<file path="src/rtl/multicycle_control.sv">
// multicycle_control: multi-cycle instruction sequencer.
// Steps each instruction through FETCH/DECODE/EXEC|MEM|BR/WB, stalls on
// mem_ready, resolves branches with the ALU zero flag, halts on HALT and
// drops into a sticky error state when a memory access times out.
// Optional feature macro: PERF_CNT_EN adds instr_count_o / cycle_count_o.
//
// state  | meaning
// IDLE   | waiting for start
// FETCH  | load instruction register
// DECODE | capture opcode, pick the execution path
// EXEC   | ALU / load-immediate operation
// MEM    | data memory access, waiting on mem_ready
// WB     | register-file write back, retire
// BR     | branch / jump resolution, retire
// DONE   | HALT retired, parked until Reset
// ERR    | memory timeout, parked until Reset
module multicycle_control #(
    parameter int unsigned OPW         = 3,
    parameter int unsigned OP_LDI      = 0,
    parameter int unsigned OP_BRZ      = 3,
    parameter int unsigned OP_JMP      = 5,
    parameter int unsigned OP_LD       = 6,
    parameter int unsigned OP_ST       = 7,
    parameter int unsigned OP_HALT     = 4,
    parameter int unsigned MEM_TIMEOUT = 15
) (
    input  logic           Clk_i,
    input  logic           Reset_i,
    input  logic           start_i,
    input  logic [OPW-1:0] opcode_i,
    input  logic           zero_i,
    input  logic           mem_ready_i,
    output logic           ir_load_o,
    output logic           pc_en_o,
    output logic           branch_o,
    output logic           ldImmed_o,
    output logic           MemRead_o,
    output logic           MemWrite_o,
    output logic           MemtoReg_o,
    output logic           RegWrite_o,
    output logic           done_o,
`ifdef PERF_CNT_EN
    output logic [31:0]    instr_count_o,
    output logic [31:0]    cycle_count_o,
`endif
    output logic           err_o
);

    localparam int CW = $clog2(MEM_TIMEOUT + 1);

    typedef enum logic [2:0] {
        S_IDLE, S_FETCH, S_DECODE, S_EXEC, S_MEM, S_WB, S_BR, S_DONE_ERR_PAD
    } unused_t;

    typedef enum logic [3:0] {
        ST_IDLE, ST_FETCH, ST_DECODE, ST_EXEC, ST_MEM, ST_WB, ST_BR, ST_DONE, ST_ERR
    } state_t;

    state_t         state_q, state_d;
    logic [OPW-1:0] op_q, op_d;
    logic [CW-1:0]  cnt_q, cnt_d;

    logic op_is_ldi, op_is_ld, op_is_st, op_is_brz, op_is_jmp;
    logic in_is_halt, in_is_mem, in_is_br;

    assign op_is_ldi  = (op_q == OPW'(OP_LDI));
    assign op_is_ld   = (op_q == OPW'(OP_LD));
    assign op_is_st   = (op_q == OPW'(OP_ST));
    assign op_is_brz  = (op_q == OPW'(OP_BRZ));
    assign op_is_jmp  = (op_q == OPW'(OP_JMP));
    assign in_is_halt = (opcode_i == OPW'(OP_HALT));
    assign in_is_mem  = (opcode_i == OPW'(OP_LD)) || (opcode_i == OPW'(OP_ST));
    assign in_is_br   = (opcode_i == OPW'(OP_BRZ)) || (opcode_i == OPW'(OP_JMP));

    // State, latched opcode and memory-wait counter registers.
    always_ff @(posedge Clk_i) begin
        if (Reset_i) begin
            state_q <= ST_IDLE;
            op_q    <= '0;
            cnt_q   <= '0;
        end else begin
            state_q <= state_d;
            op_q    <= op_d;
            cnt_q   <= cnt_d;
        end
    end

    // Next-state logic; the counter is cleared on the way into MEM so each
    // access gets a fresh MEM_TIMEOUT-cycle window.
    always_comb begin
        state_d = state_q;
        op_d    = op_q;
        cnt_d   = cnt_q;
        case (state_q)
            ST_IDLE:   if (start_i) state_d = ST_FETCH;
            ST_FETCH:  state_d = ST_DECODE;
            ST_DECODE: begin
                op_d  = opcode_i;
                cnt_d = '0;
                if (in_is_halt)     state_d = ST_DONE;
                else if (in_is_mem) state_d = ST_MEM;
                else if (in_is_br)  state_d = ST_BR;
                else                state_d = ST_EXEC;
            end
            ST_EXEC:   state_d = ST_WB;
            ST_MEM: begin
                // A ready arriving in the last allowed cycle still completes.
                if (mem_ready_i)
                    state_d = op_is_ld ? ST_WB : ST_FETCH;
                else if (cnt_q == CW'(MEM_TIMEOUT - 1))
                    state_d = ST_ERR;
                else
                    cnt_d = cnt_q + 1'b1;
            end
            ST_WB:     state_d = ST_FETCH;
            ST_BR:     state_d = ST_FETCH;
            ST_DONE:   state_d = ST_DONE;
            ST_ERR:    state_d = ST_ERR;
            default:   state_d = ST_IDLE;
        endcase
    end

    // Moore output decode; everything is held low while Reset is asserted.
    always_comb begin
        ir_load_o  = 1'b0;
        pc_en_o    = 1'b0;
        branch_o   = 1'b0;
        ldImmed_o  = 1'b0;
        MemRead_o  = 1'b0;
        MemWrite_o = 1'b0;
        MemtoReg_o = 1'b0;
        RegWrite_o = 1'b0;
        done_o     = 1'b0;
        err_o      = 1'b0;
        if (!Reset_i) begin
            case (state_q)
                ST_FETCH: ir_load_o = 1'b1;
                ST_EXEC:  ldImmed_o = op_is_ldi;
                ST_MEM: begin
                    MemRead_o  = op_is_ld;
                    MemWrite_o = op_is_st;
                    pc_en_o    = op_is_st && mem_ready_i;
                end
                ST_WB: begin
                    RegWrite_o = 1'b1;
                    MemtoReg_o = op_is_ld;
                    ldImmed_o  = op_is_ldi;
                    pc_en_o    = 1'b1;
                end
                ST_BR: begin
                    pc_en_o  = 1'b1;
                    branch_o = op_is_jmp || (op_is_brz && zero_i);
                end
                ST_DONE:  done_o = 1'b1;
                ST_ERR:   err_o  = 1'b1;
                default:  ;
            endcase
        end
    end

`ifdef PERF_CNT_EN
    logic halt_retire;
    logic busy;
    assign halt_retire = (state_q == ST_DECODE) && (state_d == ST_DONE);
    assign busy = (state_q != ST_IDLE) && (state_q != ST_DONE) && (state_q != ST_ERR);

    // Retired-instruction and active-cycle counters, free-running wrap.
    always_ff @(posedge Clk_i) begin
        if (Reset_i) begin
            instr_count_o <= '0;
            cycle_count_o <= '0;
        end else begin
            if (pc_en_o || halt_retire) instr_count_o <= instr_count_o + 32'd1;
            if (busy)                   cycle_count_o <= cycle_count_o + 32'd1;
        end
    end
`endif

endmodule

</file>
<file path="config.mk">
export PLATFORM = sky130hd
export DESIGN_NAME = multicycle_control
export DESIGN_NICKNAME = d
export VERILOG_FILES = /design/src/rtl/multicycle_control.sv
export SDC_FILE = /design/constraint.sdc
export NUM_CORES = 1
export LEC_CHECK = 0
export ABC_CLOCK_PERIOD_IN_PS = 3150
export CAP_MARGIN = 20
export CORE_ASPECT_RATIO = 0.6
export CORE_MARGIN = 2
export CORE_UTILIZATION = 23
export CTS_CLUSTER_DIAMETER = 50
export CTS_CLUSTER_SIZE = 8
export DETAILED_ROUTE_END_ITERATION = 10
export GPL_TIMING_DRIVEN = 0
export PLACE_DENSITY_LB_ADDON = 0.08
export SLEW_MARGIN = 40
export SYNTH_ARGS = -nofsm -noshare
export SYNTH_HDL_FRONTEND = slang
export SYNTH_SLANG_ARGS = --single-unit
</file>
<file path="constraint.sdc">
create_clock -name Clk_i -period 3.15 [get_ports Clk_i]
set_clock_uncertainty 0.1 [all_clocks]
set_input_delay 0.315 -clock Clk_i [delete_from_list [all_inputs] [get_ports Clk_i]]
set_output_delay 0.315 -clock Clk_i [all_outputs]
set_load 0.005 [all_outputs]
</file>
==> metrics.csv, run 1 <==
stage,metric,value,unit
status,status,"finished, final reports clean",
yosys,syn-num-nets,100,
route,wl_met3,80,um
cts,root_buffer,clkbuf_8,
route,vias_per_cell,4.712,
pwr,sw_frac_of_total,0.2936,
global_routing,grt_pass1_wl,3.581,mm
pwr,leakagePower,0.3648,nW
sta,timing.slew.headroom,0.5518,
sta,max_freq,376.5,MHz
die,io_pins,18,
cts,cts_tree,done,
global_routing,gr-total-overflow,0,
cts,clk_path_buf_depth,2,
yosys,synth_seq_area_share,0.2821,
placed_design,hpwl,1.592,mm
route,drtIter0Drc,38,
route,via_count,735,
cts,postCtsSetupRepairBufs,0,
setup_path,cp-end-kind,output port,
pwr,p_switching,0.1167,mW
yosys,synth_top_area_cell,dfxtp_1,
setup_path,path_common_cell,clkdlybuf4s50_1,
route,m1WireLength,1.181,mm
setup_path,critical_path.max_fanout,8,
yosys,syn_area,780.7,sq um
route,wl,2.087,mm
die,die_h,49.13,um
placed_design,routabilityCongestion,0.7741,
die,core,3243,sq um
sta,rsz0062_at_grt,no,
pwr,intPower,0.2808,mW
setup_path,cp_cell_sequence,"clkdlybuf4s50_1, or3b_1, buf_2, or2_4, nor2_1, clkdlybuf4s50_1",
global_routing,grt_max_degree,11,
layout,drive_gt1_frac,0.1532,
yosys,synth.distinct_cells,39,
cts,ctsResizeCount,0,
route,wl_met2,820,um
route,drt-wirelength-per-cell,13.38,um
layout,n_antenna_cell,0,
pwr,pwr-share-clk,0.367,
die,die_w,79.22,um
yosys,async_flop_share,0,
yosys,synth.top_cell.area_share,0.2821,
pwr,power_frac_comb,0.239,
yosys,yosys-top-cells-area,"dfxtp_1 (28%), mux2_2 (7.2%), nor3_1 (5.1%)",
pwr,ir_drop,0.0001777,V
setup_path,worstPathArrival,2.24,ns
route,drtAntennaViolNets,0,
route,drc,0,
die,initial_utilization,0.2407,
sta,slew_violations,0,
min_path,worst_hold_path_type,flop to flop,
yosys,synth_edf_count,0,
pwr,power_density,377.8,nW/um^2
yosys,syn_inst,90,
yosys,ys_warn_count,0,
route,first_pass_iters,4,
setup_path,setup.worst_path.start_class,input pin,
global_routing,track_usage,0.1183,
sta,final.setup.tns,0,ns
route,highest_layer,met4,
setup_path,cp_slowest_cell,clkdlybuf4s50_1,
yosys,synthFlopType,dfxtp_1,
sta,timing.final.crit_share,0.8433,
global_routing,antenna_found_initial,0,
global_routing,grt_pass1_vias,665,
cts,htreeDepth,1,
sta,finalSetupViolations,0,
cts,clock_latency,0.24,ns
cts,clock_sinks,11,
layout,area_delta_synth_final,34.78,%
cts,cts.clk_slew.worst_paths,0.05,ns
job,max_cap_violations,0,
cts,cts_hold_buf,0,
yosys,ys_ff_latch,11,
die,fp.dieArea,3892,sq um
sta,holdWs,0.4943,ns
die,rows,16,
layout,layout.nets,122,
setup_path,cpPeakStageDelay,0.51,ns
cts,numCtsBuffers,3,
sta,hold_viol,0,
setup_path,path_delay_family,buffers and inverters,
sta,period_minus_slack,2.656,ns
yosys,avgSynthCellArea,8.675,sq um
placed_design,port_buffers,17,
pwr,seqPwrFrac,0.394,
setup_path,crit_type,input pin to output port,
setup_path,cp.buffers_inverters,3,
setup_path,critPathRequiredTime,2.73,ns
sta,worst_pin_slew,0.6694,ns
-- synthesized netlist by cell type (2+ instances only) --
master	instances
a211oi_1	2
buf_2	2
or3_1	2
inv_1	2
mux2i_1	3
a21o_1	2
nand3b_1	2
nor4_1	2
dfxtp_1	11
ha_1	2
nor2_1	8
mux2_2	5
and4b_1	2
nand2_1	5
nand3_1	5
and3_1	2
nor3_1	8
nor3b_1	4
-- cells by family after synthesis --
kind of cell,after synthesis,synth area share
multiplexers,8,0.1106
AND/OR/NAND/NOR,48,0.3830
flip-flops,11,0.2820
AO/OA/AOI/OAI,12,0.1218
buffers and inverters,7,0.04647
adder cells (fa/ha/maj),3,0.04487
XOR/XNOR,1,0.01122
-- through the flow --
stage	util	cell area, sq um	setup WS, ns	total power [mW]	instances
after floorplan	-	780.7	1.484	0.2209	90
after CTS	0.3245	1052	0.4749	0.4062	156
after detailed placement	0.3106	1007	0.4930	0.2549	152
after global routing	0.3245	1052	0.3913	0.4235	156
final	0.3245	1052	0.4936	0.3975	156
after global placement	0.3106	1007	0.4810	0.2553	152
-- routing by layer --
metal	vias up	track usage
met1	343	0.1896
met5	-	0
met3	2	0.04444
met2	14	0.1511
li1	376	-
met4	0	0.008621
-- path summary, 6_finish.rpt --
| path | from | to | slack, ns | cells after the start |
|---|---|---|---|---|
| worst max-delay path | Reset_i | MemRead_o | 0.49 | 6 |
| worst min register to register | op_q[0] | op_q[0] | 0.49 | 2 |
| worst max register to register | state_q[3] | cnt_q[1] | 1.50 | 3 |
| worst min-delay path | op_q[0] | op_q[0] | 0.49 | 2 |
-- placed cells by master, fill, tap and decap left out, types with 2 or more instances in the layout --
cell             Yosys  layout
clkdlybuf4s50_1      0      17
dfxtp_1             11      11
nor2_1               8       8
nor3_1               8       8
nand2_1              5       5
nand3_1              5       5
mux2_2               5       5
nor3b_1              4       4
mux2i_1              3       3
clkbuf_8             0       3
buf_2                2       2
clkbuf_1             1       2
and3_1               2       2
inv_1                2       2
nand3b_1             2       2
nor4_1               2       2
or3_1                2       2
and4b_1              2       2
a211oi_1             2       2
a21o_1               2       2
ha_1                 2       2
-- flip-flops by register name, summed over array words and instances, names as in the netlist --
signal   count
state_q      4
op_q         3
cnt_q        4
-- power groups by stage --
stage               Combinational [mW]  Sequential [mW]  Clock, mW
CTS                             0.0962            0.156      0.154
global placement                0.0957            0.160          0
finish                          0.0950            0.157      0.146
global route                     0.107            0.157      0.160
detailed placement              0.0955            0.159          0
floorplan                       0.0642            0.157          0
-- cell type report --
type,instances,area (sq um)
sequential,11,220.2
inverter,2,7.507
clock buffer,4,45.04
tap,45,56.30
buffer,5,28.78
timing repair buffer,17,170.2
multi-input combinational,72,524.3
fill,349,2191
-- worst reg2reg max path, delay by kind of cell, from the launching register on --
| family | cells | cell delay (ns) |
|---|---|---|
| flops | 1 | 0.40 |
| mux | 1 | 0.28 |
| simple gates | 2 | 0.75 |
Power figures use the tool's default switching activity.
==> inputs of run 2 (changes only) <==
ABC_CLOCK_PERIOD_IN_PS = 2550   (was 3150)
clock period = 2.55 ns   (was 3.15 ns; I/O delays follow)
==> run 2 against run 1 <==
  * Flip-flop and latch count did not move
  * Final cell count did not move
  * Wire length did not move
  * Power rose by 23%
  * Critical path depth fell by 1
  * Via count did not move
  * Non-clock buffer count did not move
  * Sequential share of layout area rose by 0.12 points
  * Global-route usage did not move
  * Hold slack did not move
  * Combinational power rose by 23%
==> metrics.csv, run 2 (same netlist as run 1, synthesis figures left out) <==
stage,metric,value,unit
status,status,"finished, final reports clean",
die,initial_utilization,0.2407,
route,drtIter0Drc,38,
sta,slew_violations,0,
layout,layout.nets,122,
placed_design,routabilityCongestion,0.7741,
pwr,power_density,466.1,nW/um^2
die,die_h,49.13,um
sta,timing.slew.headroom,0.5518,
pwr,finalPower,0.4905,mW
sta,period_minus_slack,2.407,ns
setup_path,cp-end-kind,output port,
placed_design,place_inst,152,
cts,clock_latency,0.24,ns
setup_path,cp_slowest_cell,clkdlybuf4s50_1,
min_path,worst_hold_path_type,flop to flop,
sta,final.setup.tns,0,ns
cts,clock_sinks,11,
setup_path,path_delay_family,simple AND/OR/NAND/NOR gates,
global_routing,grt_max_degree,11,
layout,area_delta_synth_final,34.78,%
setup_path,cp_cell_sequence,"or3b_1, buf_2, or2_4, nor2_1, clkdlybuf4s50_1",
layout,n_antenna_cell,0,
placed_design,hpwl,1.592,mm
cts,cts.clk_slew.worst_paths,0.06,ns
layout,final_cell_mix,"clkdlybuf4s50_1 (16), dfxtp_1 (10), nor2_1 (8), nor3_1 (8)",
sta,timing.final.crit_share,0.9438,
route,first_pass_iters,4,
setup_path,worstPathArrival,2.05,ns
die,io_pins,18,
layout,finalNonFillerCells,156,
global_routing,antenna_found_initial,0,
die,die_w,79.22,um
die,fp.dieArea,3892,sq um
cts,root_buffer,clkbuf_8,
setup_path,cpPeakStageDelay,0.51,ns
sta,hold_viol,0,
global_routing,track_usage,0.1183,
setup_path,cp.buffers_inverters,2,
route,drtAntennaViolNets,0,
setup_path,crit_type,flop to output port,
cts,cts_tree,done,
route,drc,0,
sta,max_freq,415.5,MHz
cts,clk_path_buf_depth,2,
layout,final_common_cell,clkdlybuf4s50_1,
die,rows,16,
die,core,3243,sq um
route,via_count,735,
setup_path,critical_path.max_fanout,8,
layout,nFillCells,348,
global_routing,grt_pass1_vias,665,
cts,htreeDepth,1,
route,wl,2.087,mm
layout,drive_gt1_frac,0.1622,
cts,numCtsBuffers,3,
pwr,ir_drop,0.0002195,V
layout,regArea,221.5,sq um
setup_path,setup.worst_path.start_class,flop,
setup_path,critPathRequiredTime,2.19,ns
layout,reg_top3,"cnt_q: 4 flops, state_q: 4 flops, op_q: 3 flops",
sta,finalSetupViolations,0,
placed_design,port_buffers,17,
sta,rsz0062_at_grt,no,
pwr,leakagePower,0.3667,nW
global_routing,gr-total-overflow,0,
route,vias_per_cell,4.712,
sta,worst_pin_slew,0.6694,ns
global_routing,grt_pass1_wl,3.581,mm
layout,multi_input_area,524.3,sq um
route,drt-wirelength-per-cell,13.38,um
job,max_cap_violations,0,
-- run 2: where the power goes --
group	switching (mW)	internal, mW	total [mW]
Combinational	0.0617	0.0551	0.117
Clock	0.0700	0.110	0.180
Sequential	0.0126	0.181	0.194
Total	0.144	0.346	0.490
-- run 2: per-layer routing --
metal	wire, um	up-vias	GRT usage
li1	-	376	-
met1	1181	343	0.1896
met2	820	14	0.1511
met3	80	2	0.04444
met4	4	0	0.008621
met5	0	-	0
-- run 2: area by class of cell --
cell class	count	share of cell area
Timing Repair Buffer	17	0.1605
Inverter	2	0.007134
Tap cell	45	0.05351
Multi-Input combinational cell	72	0.4982
Sequential cell	11	0.2105
Buffer	5	0.02735
Clock buffer	4	0.04281
-- run 2: stage by stage --
stage,hold slack (ns),setup WS [ns],instance area (sq um),utilization
after global placement,0.4761,0.001047,1007,0.3106
after CTS,0.4921,0.08000,1051,0.3241
after global routing,0.5098,0.05870,1052,0.3245
final,0.4943,0.1432,1052,0.3245
after floorplan,0.3022,0.9441,780.7,-
after detailed placement,0.4845,0.01298,1007,0.3106
-- run 2: tightest hold or removal path, stage by stage, from the launching register on --
cell and delay [ns]:
dfxtp_1 0.35, mux2i_1 0.14, nor2_1 0.05
-- run 2: path summary, 6_finish.rpt --
kind	from	to	depth (start not counted)	slack, ns
max reg2reg	state_q[1]	cnt_q[1]	3	0.92
max	state_q[2]	MemRead_o	5	0.14
min reg2reg	op_q[0]	op_q[0]	2	0.49
min	op_q[0]	op_q[0]	2	0.49
-- run 2: timing repair --
action | CTS | global route
pin swaps | 0 | 0
gates resized for setup | 1 | 1
setup endpoints to repair | 1 | 2
hold buffers | 0 | 0
buffers inserted | 0 | 0
